===== src/rtl/fft_host_ctrl_if.sv =====
// rtl/fft_host_ctrl_if.sv - sample streams, FFT RAM port and FFT control bundle
interface fft_host_ctrl_if #(
  parameter int DWIDTH = 32,
  parameter int AWIDTH = 11
);
  logic [DWIDTH-1:0] s_data_i;
  logic              s_valid_i;
  logic              s_ready_o;
  logic              inverse_i;
  logic [DWIDTH-1:0] m_data_o;
  logic              m_valid_o;
  logic              m_ready_i;
  logic              m_last_o;
  logic              busy_o;
  logic              o_ram_control;
  logic [AWIDTH-1:0] o_ram_address;
  logic [DWIDTH-1:0] o_ram_writedata;
  logic              o_ram_read;
  logic              o_ram_write;
  logic [DWIDTH-1:0] i_ram_readdata;
  logic              i_ram_waitrequest;
  logic              i_ram_readdatavalid;
  logic              o_start;
  logic              o_inverse;
  logic              i_finish;

  modport master (
    input  s_data_i, s_valid_i, inverse_i, m_ready_i,
           i_ram_readdata, i_ram_waitrequest, i_ram_readdatavalid, i_finish,
    output s_ready_o, m_data_o, m_valid_o, m_last_o, busy_o,
           o_ram_control, o_ram_address, o_ram_writedata, o_ram_read, o_ram_write,
           o_start, o_inverse
  );

  modport slave (
    output s_data_i, s_valid_i, inverse_i, m_ready_i,
           i_ram_readdata, i_ram_waitrequest, i_ram_readdatavalid, i_finish,
    input  s_ready_o, m_data_o, m_valid_o, m_last_o, busy_o,
           o_ram_control, o_ram_address, o_ram_writedata, o_ram_read, o_ram_write,
           o_start, o_inverse
  );
endinterface


===== src/rtl/fft_host_ctrl.sv =====
// rtl/fft_host_ctrl.sv - loads a frame into FFT RAM, starts the core, streams the result back out
module fft_host_ctrl #(
  parameter int FFT_SIZE  = 1024,
  parameter int DWIDTH    = 32,
  parameter int AWIDTH    = $clog2(FFT_SIZE) + 1,
  parameter int MAX_OUTST = 4
) (
  input logic             clk_i,
  input logic             rst_i,
  fft_host_ctrl_if.master bus
);
  localparam int PW = (MAX_OUTST > 1) ? $clog2(MAX_OUTST) : 1;
  localparam int CW = $clog2(MAX_OUTST + 1);
  localparam logic [AWIDTH-1:0] LAST_IDX = AWIDTH'(FFT_SIZE - 1);
  localparam logic [AWIDTH-1:0] END_IDX  = AWIDTH'(FFT_SIZE);
  localparam logic [PW-1:0]     PTR_MAX  = PW'(MAX_OUTST - 1);
  localparam logic [CW:0]       CREDITS  = (CW + 1)'(MAX_OUTST);

  typedef enum logic [2:0] {
    ST_IDLE, ST_LOAD, ST_START, ST_WAIT, ST_UNLOAD
  } state_t;

  state_t state, state_nxt;

  logic [AWIDTH-1:0] widx, waddr, ridx, rcnt;
  logic [DWIDTH-1:0] wdata;
  logic              wr_req, inv_q, fin_q;
  logic [CW-1:0]     outst, count;
  logic [PW-1:0]     wptr, rptr;
  logic [DWIDTH:0]   fifo_mem [MAX_OUTST];

  logic              s_ready, rd_req, ram_ctrl, start;
  logic [AWIDTH-1:0] addr;
  logic              fin_rise, wr_done, s_acc, rd_acc, rdv, pop, fifo_valid;
  logic [CW:0]       occupancy;
  logic [DWIDTH:0]   fifo_head;

  function automatic logic [PW-1:0] ptr_inc(input logic [PW-1:0] p);
    return (p == PTR_MAX) ? '0 : p + 1'b1;
  endfunction

  assign fin_rise   = bus.i_finish & ~fin_q;
  assign wr_done    = wr_req & ~bus.i_ram_waitrequest;
  assign s_acc      = s_ready & bus.s_valid_i;
  assign rd_acc     = rd_req & ~bus.i_ram_waitrequest;
  // Beats returning outside UNLOAD belong to an abandoned frame.
  assign rdv        = (state == ST_UNLOAD) & bus.i_ram_readdatavalid;
  assign occupancy  = {1'b0, outst} + {1'b0, count};
  assign fifo_valid = (count != '0);
  assign fifo_head  = fifo_mem[rptr];
  assign pop        = fifo_valid & bus.m_ready_i;

  always_ff @(posedge clk_i) begin
    if (!rst_i) state <= ST_IDLE;
    else        state <= state_nxt;
  end

  always_comb begin
    state_nxt = state;
    s_ready   = 1'b0;
    rd_req    = 1'b0;
    ram_ctrl  = 1'b0;
    start     = 1'b0;
    addr      = '0;
    case (state)
      ST_IDLE: if (bus.s_valid_i) state_nxt = ST_LOAD;
      ST_LOAD: begin
        ram_ctrl = 1'b1;
        addr     = waddr;
        s_ready  = (widx != END_IDX) & (~wr_req | ~bus.i_ram_waitrequest);
        if (wr_done && waddr == LAST_IDX) state_nxt = ST_START;
      end
      ST_START: begin
        start     = 1'b1;
        state_nxt = ST_WAIT;
      end
      ST_WAIT: if (fin_rise) state_nxt = ST_UNLOAD;
      ST_UNLOAD: begin
        ram_ctrl = 1'b1;
        addr     = ridx;
        // In-flight reads plus buffered bins never exceed the FIFO depth.
        rd_req   = (ridx != END_IDX) && (occupancy < CREDITS);
        if (pop && fifo_head[DWIDTH]) state_nxt = ST_IDLE;
      end
      default: state_nxt = ST_IDLE;
    endcase
  end

  always_ff @(posedge clk_i) begin
    if (!rst_i) begin
      widx   <= '0;
      waddr  <= '0;
      ridx   <= '0;
      rcnt   <= '0;
      wdata  <= '0;
      wr_req <= 1'b0;
      inv_q  <= 1'b0;
      fin_q  <= 1'b0;
      outst  <= '0;
      count  <= '0;
      wptr   <= '0;
      rptr   <= '0;
    end else begin
      fin_q <= bus.i_finish;
      if (state == ST_IDLE && bus.s_valid_i) begin
        inv_q <= bus.inverse_i;
        widx  <= '0;
        waddr <= '0;
      end
      if (s_acc) begin
        wr_req <= 1'b1;
        wdata  <= bus.s_data_i;
        waddr  <= widx;
        widx   <= widx + 1'b1;
      end else if (wr_done) begin
        wr_req <= 1'b0;
      end
      if (state == ST_WAIT && fin_rise) begin
        ridx  <= '0;
        rcnt  <= '0;
        outst <= '0;
      end
      if (rd_acc) ridx <= ridx + 1'b1;
      case ({rd_acc, rdv})
        2'b10:   outst <= outst + 1'b1;
        2'b01:   outst <= outst - 1'b1;
        default: ;
      endcase
      if (rdv) begin
        wptr <= ptr_inc(wptr);
        rcnt <= rcnt + 1'b1;
      end
      if (pop) rptr <= ptr_inc(rptr);
      case ({rdv, pop})
        2'b10:   count <= count + 1'b1;
        2'b01:   count <= count - 1'b1;
        default: ;
      endcase
    end
  end

  // Bit DWIDTH tags the final bin of the frame.
  always_ff @(posedge clk_i) begin
    if (rdv) fifo_mem[wptr] <= {rcnt == LAST_IDX, bus.i_ram_readdata};
  end

  assign bus.s_ready_o       = s_ready;
  assign bus.m_valid_o       = fifo_valid;
  assign bus.m_data_o        = fifo_valid ? fifo_head[DWIDTH-1:0] : '0;
  assign bus.m_last_o        = fifo_valid & fifo_head[DWIDTH];
  assign bus.busy_o          = (state != ST_IDLE);
  assign bus.o_ram_control   = ram_ctrl;
  assign bus.o_ram_address   = addr;
  assign bus.o_ram_writedata = wdata;
  assign bus.o_ram_read      = rd_req;
  assign bus.o_ram_write     = wr_req;
  assign bus.o_start         = start;
  assign bus.o_inverse       = inv_q;
endmodule

===== src/flat_wrapper.sv =====
// flat-port wrapper written by rule: the top's interface ports become plain ports
module fft_host_ctrl_flat 
#(
  parameter int FFT_SIZE  = 1024,
  parameter int DWIDTH    = 32,
  parameter int AWIDTH    = $clog2(FFT_SIZE) + 1,
  parameter int MAX_OUTST = 4
)
  (clk_i, rst_i, bus_s_data_i, bus_s_valid_i, bus_inverse_i, bus_m_ready_i, bus_i_ram_readdata, bus_i_ram_waitrequest, bus_i_ram_readdatavalid, bus_i_finish, bus_s_ready_o, bus_m_data_o, bus_m_valid_o, bus_m_last_o, bus_busy_o, bus_o_ram_control, bus_o_ram_address, bus_o_ram_writedata, bus_o_ram_read, bus_o_ram_write, bus_o_start, bus_o_inverse);
  fft_host_ctrl_if #(.DWIDTH(DWIDTH), .AWIDTH(AWIDTH)) bus_i ();
  input logic clk_i;
  input logic rst_i;
  input wire logic [$bits(bus_i.s_data_i)-1:0] bus_s_data_i;
  input wire logic [$bits(bus_i.s_valid_i)-1:0] bus_s_valid_i;
  input wire logic [$bits(bus_i.inverse_i)-1:0] bus_inverse_i;
  input wire logic [$bits(bus_i.m_ready_i)-1:0] bus_m_ready_i;
  input wire logic [$bits(bus_i.i_ram_readdata)-1:0] bus_i_ram_readdata;
  input wire logic [$bits(bus_i.i_ram_waitrequest)-1:0] bus_i_ram_waitrequest;
  input wire logic [$bits(bus_i.i_ram_readdatavalid)-1:0] bus_i_ram_readdatavalid;
  input wire logic [$bits(bus_i.i_finish)-1:0] bus_i_finish;
  output wire logic [$bits(bus_i.s_ready_o)-1:0] bus_s_ready_o;
  output wire logic [$bits(bus_i.m_data_o)-1:0] bus_m_data_o;
  output wire logic [$bits(bus_i.m_valid_o)-1:0] bus_m_valid_o;
  output wire logic [$bits(bus_i.m_last_o)-1:0] bus_m_last_o;
  output wire logic [$bits(bus_i.busy_o)-1:0] bus_busy_o;
  output wire logic [$bits(bus_i.o_ram_control)-1:0] bus_o_ram_control;
  output wire logic [$bits(bus_i.o_ram_address)-1:0] bus_o_ram_address;
  output wire logic [$bits(bus_i.o_ram_writedata)-1:0] bus_o_ram_writedata;
  output wire logic [$bits(bus_i.o_ram_read)-1:0] bus_o_ram_read;
  output wire logic [$bits(bus_i.o_ram_write)-1:0] bus_o_ram_write;
  output wire logic [$bits(bus_i.o_start)-1:0] bus_o_start;
  output wire logic [$bits(bus_i.o_inverse)-1:0] bus_o_inverse;
  assign bus_i.s_data_i = bus_s_data_i;
  assign bus_i.s_valid_i = bus_s_valid_i;
  assign bus_i.inverse_i = bus_inverse_i;
  assign bus_i.m_ready_i = bus_m_ready_i;
  assign bus_i.i_ram_readdata = bus_i_ram_readdata;
  assign bus_i.i_ram_waitrequest = bus_i_ram_waitrequest;
  assign bus_i.i_ram_readdatavalid = bus_i_ram_readdatavalid;
  assign bus_i.i_finish = bus_i_finish;
  assign bus_s_ready_o = bus_i.s_ready_o;
  assign bus_m_data_o = bus_i.m_data_o;
  assign bus_m_valid_o = bus_i.m_valid_o;
  assign bus_m_last_o = bus_i.m_last_o;
  assign bus_busy_o = bus_i.busy_o;
  assign bus_o_ram_control = bus_i.o_ram_control;
  assign bus_o_ram_address = bus_i.o_ram_address;
  assign bus_o_ram_writedata = bus_i.o_ram_writedata;
  assign bus_o_ram_read = bus_i.o_ram_read;
  assign bus_o_ram_write = bus_i.o_ram_write;
  assign bus_o_start = bus_i.o_start;
  assign bus_o_inverse = bus_i.o_inverse;
  fft_host_ctrl #(.FFT_SIZE(FFT_SIZE), .DWIDTH(DWIDTH), .AWIDTH(AWIDTH), .MAX_OUTST(MAX_OUTST)) u_core (.clk_i(clk_i), .rst_i(rst_i), .bus(bus_i));
endmodule

===== config.mk =====
export PLATFORM = sky130hd
export DESIGN_NAME = fft_host_ctrl_flat
export DESIGN_NICKNAME = d
export VERILOG_FILES = /design/src/rtl/fft_host_ctrl_if.sv /design/src/rtl/fft_host_ctrl.sv /design/src/flat_wrapper.sv
export SDC_FILE = /design/constraint.sdc
export NUM_CORES = 1
export LEC_CHECK = 0
export ABC_AREA = 1
export CAP_MARGIN = 20
export CORE_UTILIZATION = 54
export DETAILED_ROUTE_END_ITERATION = 10
export PLACE_DENSITY = 0.87
export SYNTH_ARGS = -nofsm -noshare
export SYNTH_HDL_FRONTEND = slang
export SYNTH_SLANG_ARGS = --single-unit

===== constraint.sdc =====
create_clock -name clk_i -period 3.84 [get_ports clk_i]
set_clock_uncertainty 0.05 [all_clocks]
set_input_delay 0.768 -clock clk_i [delete_from_list [all_inputs] [get_ports clk_i]]
set_output_delay 0.768 -clock clk_i [all_outputs]
set_load 0.005 [all_outputs]

## After elaboration in Yosys (flattened, before gate mapping)

Memory sizes are Yosys's and may differ from the RTL's. A register that Yosys moved wholly into a read port is not among the register bits.
Index checks and enable logic that the tools add are counted.

- Add/subtract/negate cells: 10
- Magnitude comparators: 1
- Eq/ne operators: 18
- Multiplexer cells: 28
- Bitwise gates (word level): 12
- Reductions and logical operators: 16

Operators by type and width:

| operator | number |
|---|---|
| 11-bit two-way mux | 6 |
| 11-bit by 1-bit adder with 11-bit output (second input constant) | 3 |
| 32-bit two-way mux | 1 |
| 11-bit by 10-bit == test with 1-bit output (second input constant) | 2 |
| 11-bit != test (second input constant) | 2 |
| 11-bit case mux with 2 select lines | 1 |
| 3-bit two-way mux | 5 |
| 3-bit case mux with 5 select lines | 1 |
| 3-bit case mux with 2 select lines | 2 |
| 2-bit nonzero test | 5 |
| 3-bit nonzero test | 3 |
| 1-bit bitwise AND | 8 |
| 2-bit == test (second input constant) | 4 |
| 1-bit two-way mux | 8 |
| 2-bit two-way mux | 4 |
| 3-bit by 1-bit adder with 3-bit output (second input constant) | 2 |
| 3-bit by 2-bit == test with 1-bit output (second input constant) | 2 |
| 3-bit by 1-bit subtractor with 3-bit output (second input constant) | 2 |
| 1-bit logical AND | 5 |
| 2-bit by 1-bit adder with 2-bit output (second input constant) | 2 |
| 3-bit by 3-bit adder with 4-bit output | 1 |
| 2-bit by 1-bit == test with 1-bit output (second input constant) | 2 |
| 4-bit by 3-bit < comparator with 1-bit output (second input constant) | 1 |
| 2-bit by 1-bit != test with 1-bit output (second input constant) | 2 |
| 8 further kinds | 11 |

- Flip-flop bits (word level): 92
- Bits in writable memories: 132
- Output and inout port bits: 84
- Logic and storage cells: 99
- Memories: 1

Memory list:

| name | words | width | read ports | clocked after Yosys merged registers in | write ports | RTL line | RTL |
|---|---|---|---|---|---|---|---|
| u_core.fifo_mem | 4 | 33 | 1 | 1 | 1 | fft_host_ctrl.sv:30 | `logic [DWIDTH:0] fifo_mem [MAX_OUTST];` |

## Longest topological paths before layout

Gate-level depths: netlist (run 1).

- Word-level depth: 7
- Mapped depth: 15
- Gate-level depth less buffers: 14

## Least setup slack after synthesis (run 1)

No wires, ideal clock.

- Path kind: input to register
- Start: in bus_i_ram_readdatavalid
- End: mem u_core.fifo_mem[3][0] (netlist name), enable pin
- Setup time: 423 ps
- Arrival time: 2440 ps
- Data required time: 3367 ps
- Path slack: 927 ps
- Stages: 3
- Path through: nand2_1 > buf_2 > nor2_1

- Word-level cells in the longest chain between the ends: 3

RTL lines:

| item | RTL line | RTL |
|---|---|---|
| start, declared | flat_wrapper.sv:19 | `input wire logic [$bits(bus_i.i_ram_readdatavalid)-1:0] bus_i_ram_readdatavalid;` |
| 1-bit bitwise AND | fft_host_ctrl.sv:47 | `assign rdv = (state == ST_UNLOAD) & bus.i_ram_readdatavalid;` |
| 1-bit two-way mux | fft_host_ctrl.sv:144 | `if (rdv) fifo_mem[wptr] <= {rcnt == LAST_IDX, bus.i_ram_readdata};` |
| 1-bit two-way mux (not written as such) | fft_host_ctrl.sv:144 |  |
| end, declared | fft_host_ctrl.sv:30 |  |

Every way passes these cells.

==> reports/qor.yml, run 1 <==
timing.final.ws_setup_ns: 0.437
wl_met3_um: 1740
synthArstFlopShare_pct: 0
hold_end: "u_core.bus.o_ram_writedata[17]"
rows: 49
fin_crit_ns: 3.40
power_frac_seq_pct: 41.2
drc: 0
worstPathMaxFanout: 66
p_switching_mw: 2.02
clk_path_buf_depth: 3
relSlewSlack_pct: 50.6
setup_viol: 0
end_kind: "output port"
numCtsBuffers: 23
hold_path_class: "flip-flop to flip-flop"
synth_compound_area_share_pct: 11.4
final_cell_area_sq_mm: 0.0122
holdWs_ns: 0.410
setup-tns-final_ns: 0
finalWeightedCongestion: 0.841
ios: 156
clkTransAtPathRegs_ns: 0.06
ys.flop_type: "edfxtp_1"
post-place-ws_ns: 0.910
syn_avg_cell_area_sq_um: 9.28
worstHoldStart: "u_core.bus.o_ram_writedata[17]"
final_cell_mix: "nor2_1 (184), clkdlybuf4s50_1 (154), nand2_1 (133)"
crit_buf_inv: 2
cts_root_buffer: "clkbuf_16"
path_common_cell: "nor2_1"
core_area_sq_mm: 0.0179
cts-htree-levels: 1
clkSinkCount: 226
synth_area_sq_mm: 0.00984
wire_per_inst_um: 15.8
die_area_sq_mm: 0.0188
insertion_delay_ns: 0.50
timing.rr.end: "u_core.outst[1]"
synth_seq_cells: 226
num_antenna_cells: 0
cts_resized: 0
worstRegToRegCells: 12
max_freq_mhz: 294
min_path_cells: 2
critPathArrivalTime_ns: 2.58
ir_drop_mv: 0.725
finalHoldViolCount: 0
start_util_pct: 55.0
syn2layout_area_growth_pct: 24.2
wl_met1_um: 9520
dr.pass1.iters: 5
dpl.hpwl_um: 13900
worstSetupPathType: "flip-flop to output port"
r2r_setup_slack_ns: 1.07
grt_pass1_wl_um: 36000
yosys_warnings: 0
layout_worst_path_cycle_share_pct: 88.6
syn_inst: 1061
synth_top_family_by_area: "simple AND/OR/NAND/NOR gates"
post-cts-setup-buffer-count: 0
outcome: "complete, no violations"
layout_commonest_cell: "nor2_1"
synthMuxAreaShare_pct: 0
maxCapViolations: 0
tightest_slew_ns: 0.740
die_h_um: 137
switching_share_pct: 30.3
path_delay_family: "buffers and inverters"
top_layer: "met4"
rsz0062_at_grt: "false"
die_w_um: 137
nets: 1289
cts_tree: "built"
io_buffers: 155
synth_edf_count: 132
path_cells: "buf_4, nor2_1, nor2_1, o21ai_0, a21oi_1, clkdlybuf4s50_1"
synthAdderAreaFrac_pct: 2.31
timing.rr.start: "u_core.state[0]"
max_stage_delay_ns: 0.57
startpoint_type: "flip-flop"
antenna_left: 0
required_ns: 3.02
drive_gt1_share_pct: 7.15
antenna_found_initial: 0
slew_viol_final: 0
grt_pass1_vias: 7471
synth_fp_nets: 1150
p_int_mw: 4.64
wirelength_um: 22900
grt_max_degree: 67
cpMaxStageDelayCell: "clkdlybuf4s50_1"
seq_area_frac_synth_pct: 59.4
grt-ovfl-total: 0
route.met2.wl_um: 11100
pwr-share-comb_pct: 27.2
synth-xor-area-share_pct: 0.178
power_density_mw_per_mm2: 545
vias: 7925
viasPerCell: 5.48
p_leak_nw: 4.27
first_iter_violations: 675
post_dp_cell_area_sq_mm: 0.0115
power_mw: 6.66
synthSimpleGateAreaFrac_pct: 20.7
p_clk_share_pct: 31.6
track_usage_pct: 24.1
cts_hold_buffers: 0
synth.distinct_cells: 39
## per-layer routing
metal / track usage (%) / up-vias
li1: - / 3873
met1: 29.8 / 3724
met2: 41.9 / 285
met3: 5.37 / 43
met4: 7.14 / 0
met5: 0 / -
## cell type report
class                   count  area (sq um)
fillers                  1344          5680
multi-input cells         702          3420
clock buffers              32           629
well taps                 229           287
repair buffers            174          1690
inverters                  73           274
flip-flops and latches    226          5850
clock inverters             9          76.3
## synthesized netlist by cell type (7+ instances only)
| cell type | count | area share [%] |
|---|---|---|
| a21oi_1 | 112 | 5.7 |
| buf_1 | 10 | 0.38 |
| buf_2 | 12 | 0.61 |
| clkbuf_1 | 29 | 1.1 |
| dfxtp_1 | 94 | 19 |
| edfxtp_1 | 132 | 40 |
| ha_1 | 15 | 1.9 |
| inv_1 | 70 | 2.7 |
| nand2_1 | 133 | 5.1 |
| nand3_1 | 95 | 4.8 |
| nand3_2 | 14 | 1.4 |
| nand4_1 | 12 | 0.76 |
| nor2_1 | 188 | 7.2 |
| nor3_1 | 7 | 0.36 |
| o21ai_0 | 100 | 5.1 |
## power groups by stage
stage | Clock (mW) | Combinational, mW | Sequential, mW
5_1_grt | 2.23 | 2.00 | 2.76
6_report | 2.10 | 1.81 | 2.74
2_1_floorplan | 0 | 1.06 | 2.77
3_5_place_dp | 0 | 1.79 | 2.79
3_3_place_gp | 0 | 1.75 | 2.79
4_1_cts | 2.14 | 1.81 | 2.74
## worst min-delay path, delay by kind of cell (launching register included)
kind            cells  cell delay [ns]
compound gates      1             0.05
simple gates        1             0.06
flops               1             0.31
## cells by family after synthesis
| family | after synthesis |
|---|---|
| flip-flops | 226 |
| XOR/XNOR | 2 |
| buffers and inverters | 133 |
| adder cells (fa/ha/maj) | 17 |
| AND/OR/NAND/NOR | 463 |
| AO/OA/AOI/OAI | 220 |
## per-stage QoR
step | utilization, % | instances
floorplan | - | 1061
global placement | 64.3 | 1404
detailed placement | 64.3 | 1404
CTS | 68.3 | 1445
global route | 68.3 | 1445
finish | 68.3 | 1445
## worst max-delay path by stage
| stage | from | to | slack (ns) | depth (start not counted) |
|---|---|---|---|---|
| finish | flip-flop | bus_m_data_o[0] | 0.44 | 6 |
| global placement | bus_i_ram_waitrequest | bus_s_ready_o | 0.94 | 6 |
| floorplan | bus_i_ram_readdatavalid | u_core.fifo_mem[3][0] | 0.93 | 3 |
| CTS | flip-flop | bus_m_data_o[0] | 0.42 | 6 |
| global route | flip-flop | bus_m_data_o[0] | 0.30 | 6 |
| detailed placement | bus_i_ram_waitrequest | bus_s_ready_o | 0.91 | 6 |
## registers in the layout (all words and copies together), names as in the netlist, named ones only
name / flops
u_core.rptr: 2
u_core.bus.o_ram_write: 1
u_core.bus.o_inverse: 1
u_core.ridx: 11
u_core.waddr: 11
u_core.fin_q: 1
u_core.count: 3
u_core.rcnt: 11
u_core.wptr: 2
u_core.outst: 3
u_core.fifo_mem: 132
u_core.bus.o_ram_writedata: 32
u_core.widx: 11
u_core.state: 3
Note: power is estimated with default switching activity, not from simulation.
==> run 2, diff against run 1 <==
CORE_UTILIZATION = 40   (was 54)
PLACE_DENSITY = 0.69   (was 0.87)
SLEW_MARGIN = 20   (was unset)
==> run 2 against run 1 <==
  * Sequential power is essentially flat
  * Highest routed layer unchanged
  * Register-to-register slack gained 0.03 ns
  * Largest power group unchanged
  * Global-route usage shrank 6.0 points
  * Clock power grew 18%
  * Fmax grew 1.8%
  * Clock-buffer cell count grew 3
==> reports/qor.yml, run 2 (synthesized netlist as in run 1, its figures left out) <==
ios: 156  # unchanged
rows: 57  # +16%
grt_max_degree: 67  # unchanged
io_buffers: 155  # unchanged
critPathLaunch: "u_core.state[0]"
nets: 1290  # +0.078%
clkSinkCount: 226  # unchanged
hold_end: "u_core.bus.o_ram_writedata[21]"
crit_buf_inv: 2  # unchanged
critPathArrivalTime_ns: 2.52  # -0.06 ns
r2r_setup_slack_ns: 1.10  # +0.03 ns
path_common_cell: "nor2_2"
grt_pass1_vias: 7494  # +0.31%
numCtsBuffers: 25  # +8.7%
multi_input_comb_area_sq_mm: 0.00344  # +0.58%
core_area_sq_mm: 0.0242  # +35%
ir_drop_mv: 0.731  # +0.81%
grt_pass1_wl_um: 37800  # +5.0%
drc: 0  # unchanged
clkTransAtPathRegs_ns: 0.06  # about the same
final_cell_mix: "nor2_1 (184), clkdlybuf4s50_1 (154), nand2_1 (133)"
tightest_slew_ns: 1.05  # +0.308 ns
end_kind: "output port"
relSlewSlack_pct: 30.0  # -21 points
drive_gt1_share_pct: 7.70  # +0.55 points
slew_viol_final: 0  # unchanged
fin_crit_ns: 3.34  # -0.0607 ns
start_util_pct: 40.6  # -14 points
num_antenna_cells: 0  # unchanged
min_path_cells: 2  # unchanged
nFillCells: 2190  # +63%
cpMaxStageDelayCell: "clkdlybuf4s50_1"
insertion_delay_ns: 0.52  # +0.02 ns
worstPathMaxFanout: 14  # -79%
layout_commonest_cell: "nor2_1"
startpoint_type: "flip-flop"
dpl.hpwl_um: 13800  # -0.66%
path_cells: "nor2_2, nand2_2, inv_2, nand2_1, nor2_2, clkdlybuf4s50_1"
clk_path_buf_depth: 3  # unchanged
timing.rr.end: "u_core.outst[1]"
syn2layout_area_growth_pct: 27.1
grt-ovfl-total: 0  # unchanged
die_h_um: 159  # +16%
dr.pass1.iters: 4  # -1
power_density_mw_per_mm2: 560  # +2.9%
antenna_found_initial: 0  # unchanged
cts-htree-levels: 1  # unchanged
hold_path_class: "flip-flop to flip-flop"
outcome: "complete, no violations"
timing.rr.start: "u_core.state[0]"
finalWeightedCongestion: 0.825  # -1.8%
setup-tns-final_ns: 0  # unchanged
worstHoldStart: "u_core.bus.o_ram_writedata[21]"
largest_reg_flops: 132  # unchanged
viasPerCell: 5.06  # -7.7%
finalHoldViolCount: 0  # unchanged
post-place-ws_ns: 0.897  # -0.0123 ns
worstRegToRegCells: 12  # unchanged
cts_resized: 0  # unchanged
post-cts-setup-buffer-count: 0  # unchanged
timing.final.ws_setup_ns: 0.498  # +0.0607 ns
worstSetupPathType: "flip-flop to output port"
layout_worst_path_cycle_share_pct: 87.0  # -1.6 points
maxCapViolations: 0  # unchanged
die_w_um: 159  # +16%
cts_hold_buffers: 0  # unchanged
cts_tree: "built"
cts_root_buffer: "clkbuf_16"
track_usage_pct: 18.1  # -6.0 points
die_area_sq_mm: 0.0252  # +34%
max_freq_mhz: 299  # +1.8%
antenna_left: 0  # unchanged
required_ns: 3.02  # about the same
path_delay_family: "simple AND/OR/NAND/NOR gates"
setup_viol: 0  # unchanged
wirelength_um: 23100  # +0.86%
max_stage_delay_ns: 0.60  # +0.03 ns
first_iter_violations: 548  # -19%
wire_per_inst_um: 14.9  # -5.6%
cp.depth: 6  # unchanged
regArea_sq_mm: 0.00585  # unchanged
p_leak_nw: 4.36  # +2.1%
rsz0062_at_grt: "false"
vias: 7817  # -1.4%
largest-register: "u_core.fifo_mem"
[run 2: area by class of cell]
| type | instances | share of cell area [%] |
|---|---|---|
| Sequential cell | 226 | 46.7 |
| Multi-Input combinational cell | 702 | 27.5 |
| Timing Repair Buffer | 173 | 13.4 |
| Clock buffer | 35 | 5.71 |
| Tap cell | 324 | 3.24 |
| Inverter | 73 | 2.19 |
| Clock inverter | 11 | 1.19 |
[run 2: stage by stage]
step	area (sq um)	power [mW]	util (%)	instances	hold WS [ns]
2_1_floorplan	9840	3.83	-	1061	0.394
3_3_place_gp	11700	4.57	48.0	1498	0.397
3_5_place_dp	11700	4.60	48.0	1498	0.404
4_1_cts	12500	7.07	51.6	1544	0.414
5_1_grt	12500	7.38	51.6	1544	0.435
6_report	12500	7.01	51.6	1544	0.411
[run 2: power breakdown]
part,switching (mW),leakage (nW),internal (mW)
combinational,1.05,1.98,0.765
sequential,0.0677,1.94,2.66
clock,0.958,0.429,1.51
[run 2: worst max path at each step]
stage	endpoint	slack, ns
detailed placement	bus_s_ready_o	0.90
finish	bus_o_ram_read	0.50
global placement	bus_s_ready_o	0.93
CTS	bus_o_ram_read	0.48
floorplan	u_core.fifo_mem[3][0]	0.93
global route	bus_m_data_o[21]	0.27
[run 2: metal layers]
layer	track usage [%]	share of wire, %
met5	0	0
met4	2.80	1.3
met3	4.00	6.8
met2	30.6	46
met1	24.2	45
[run 2: worst min-delay path, delay by kind of cell (launching register included)]
family	cells	cell delay [ns]
and+or+nand+nor	1	0.06
DFF	1	0.31
AOI/OAI and AO/OA	1	0.05
==> run 3, diff against run 2 <==
TNS_END_PERCENT = 100   (was unset)
==> results of run 3 <==
Final layout, timing and power as in run 2 (identical DEF).
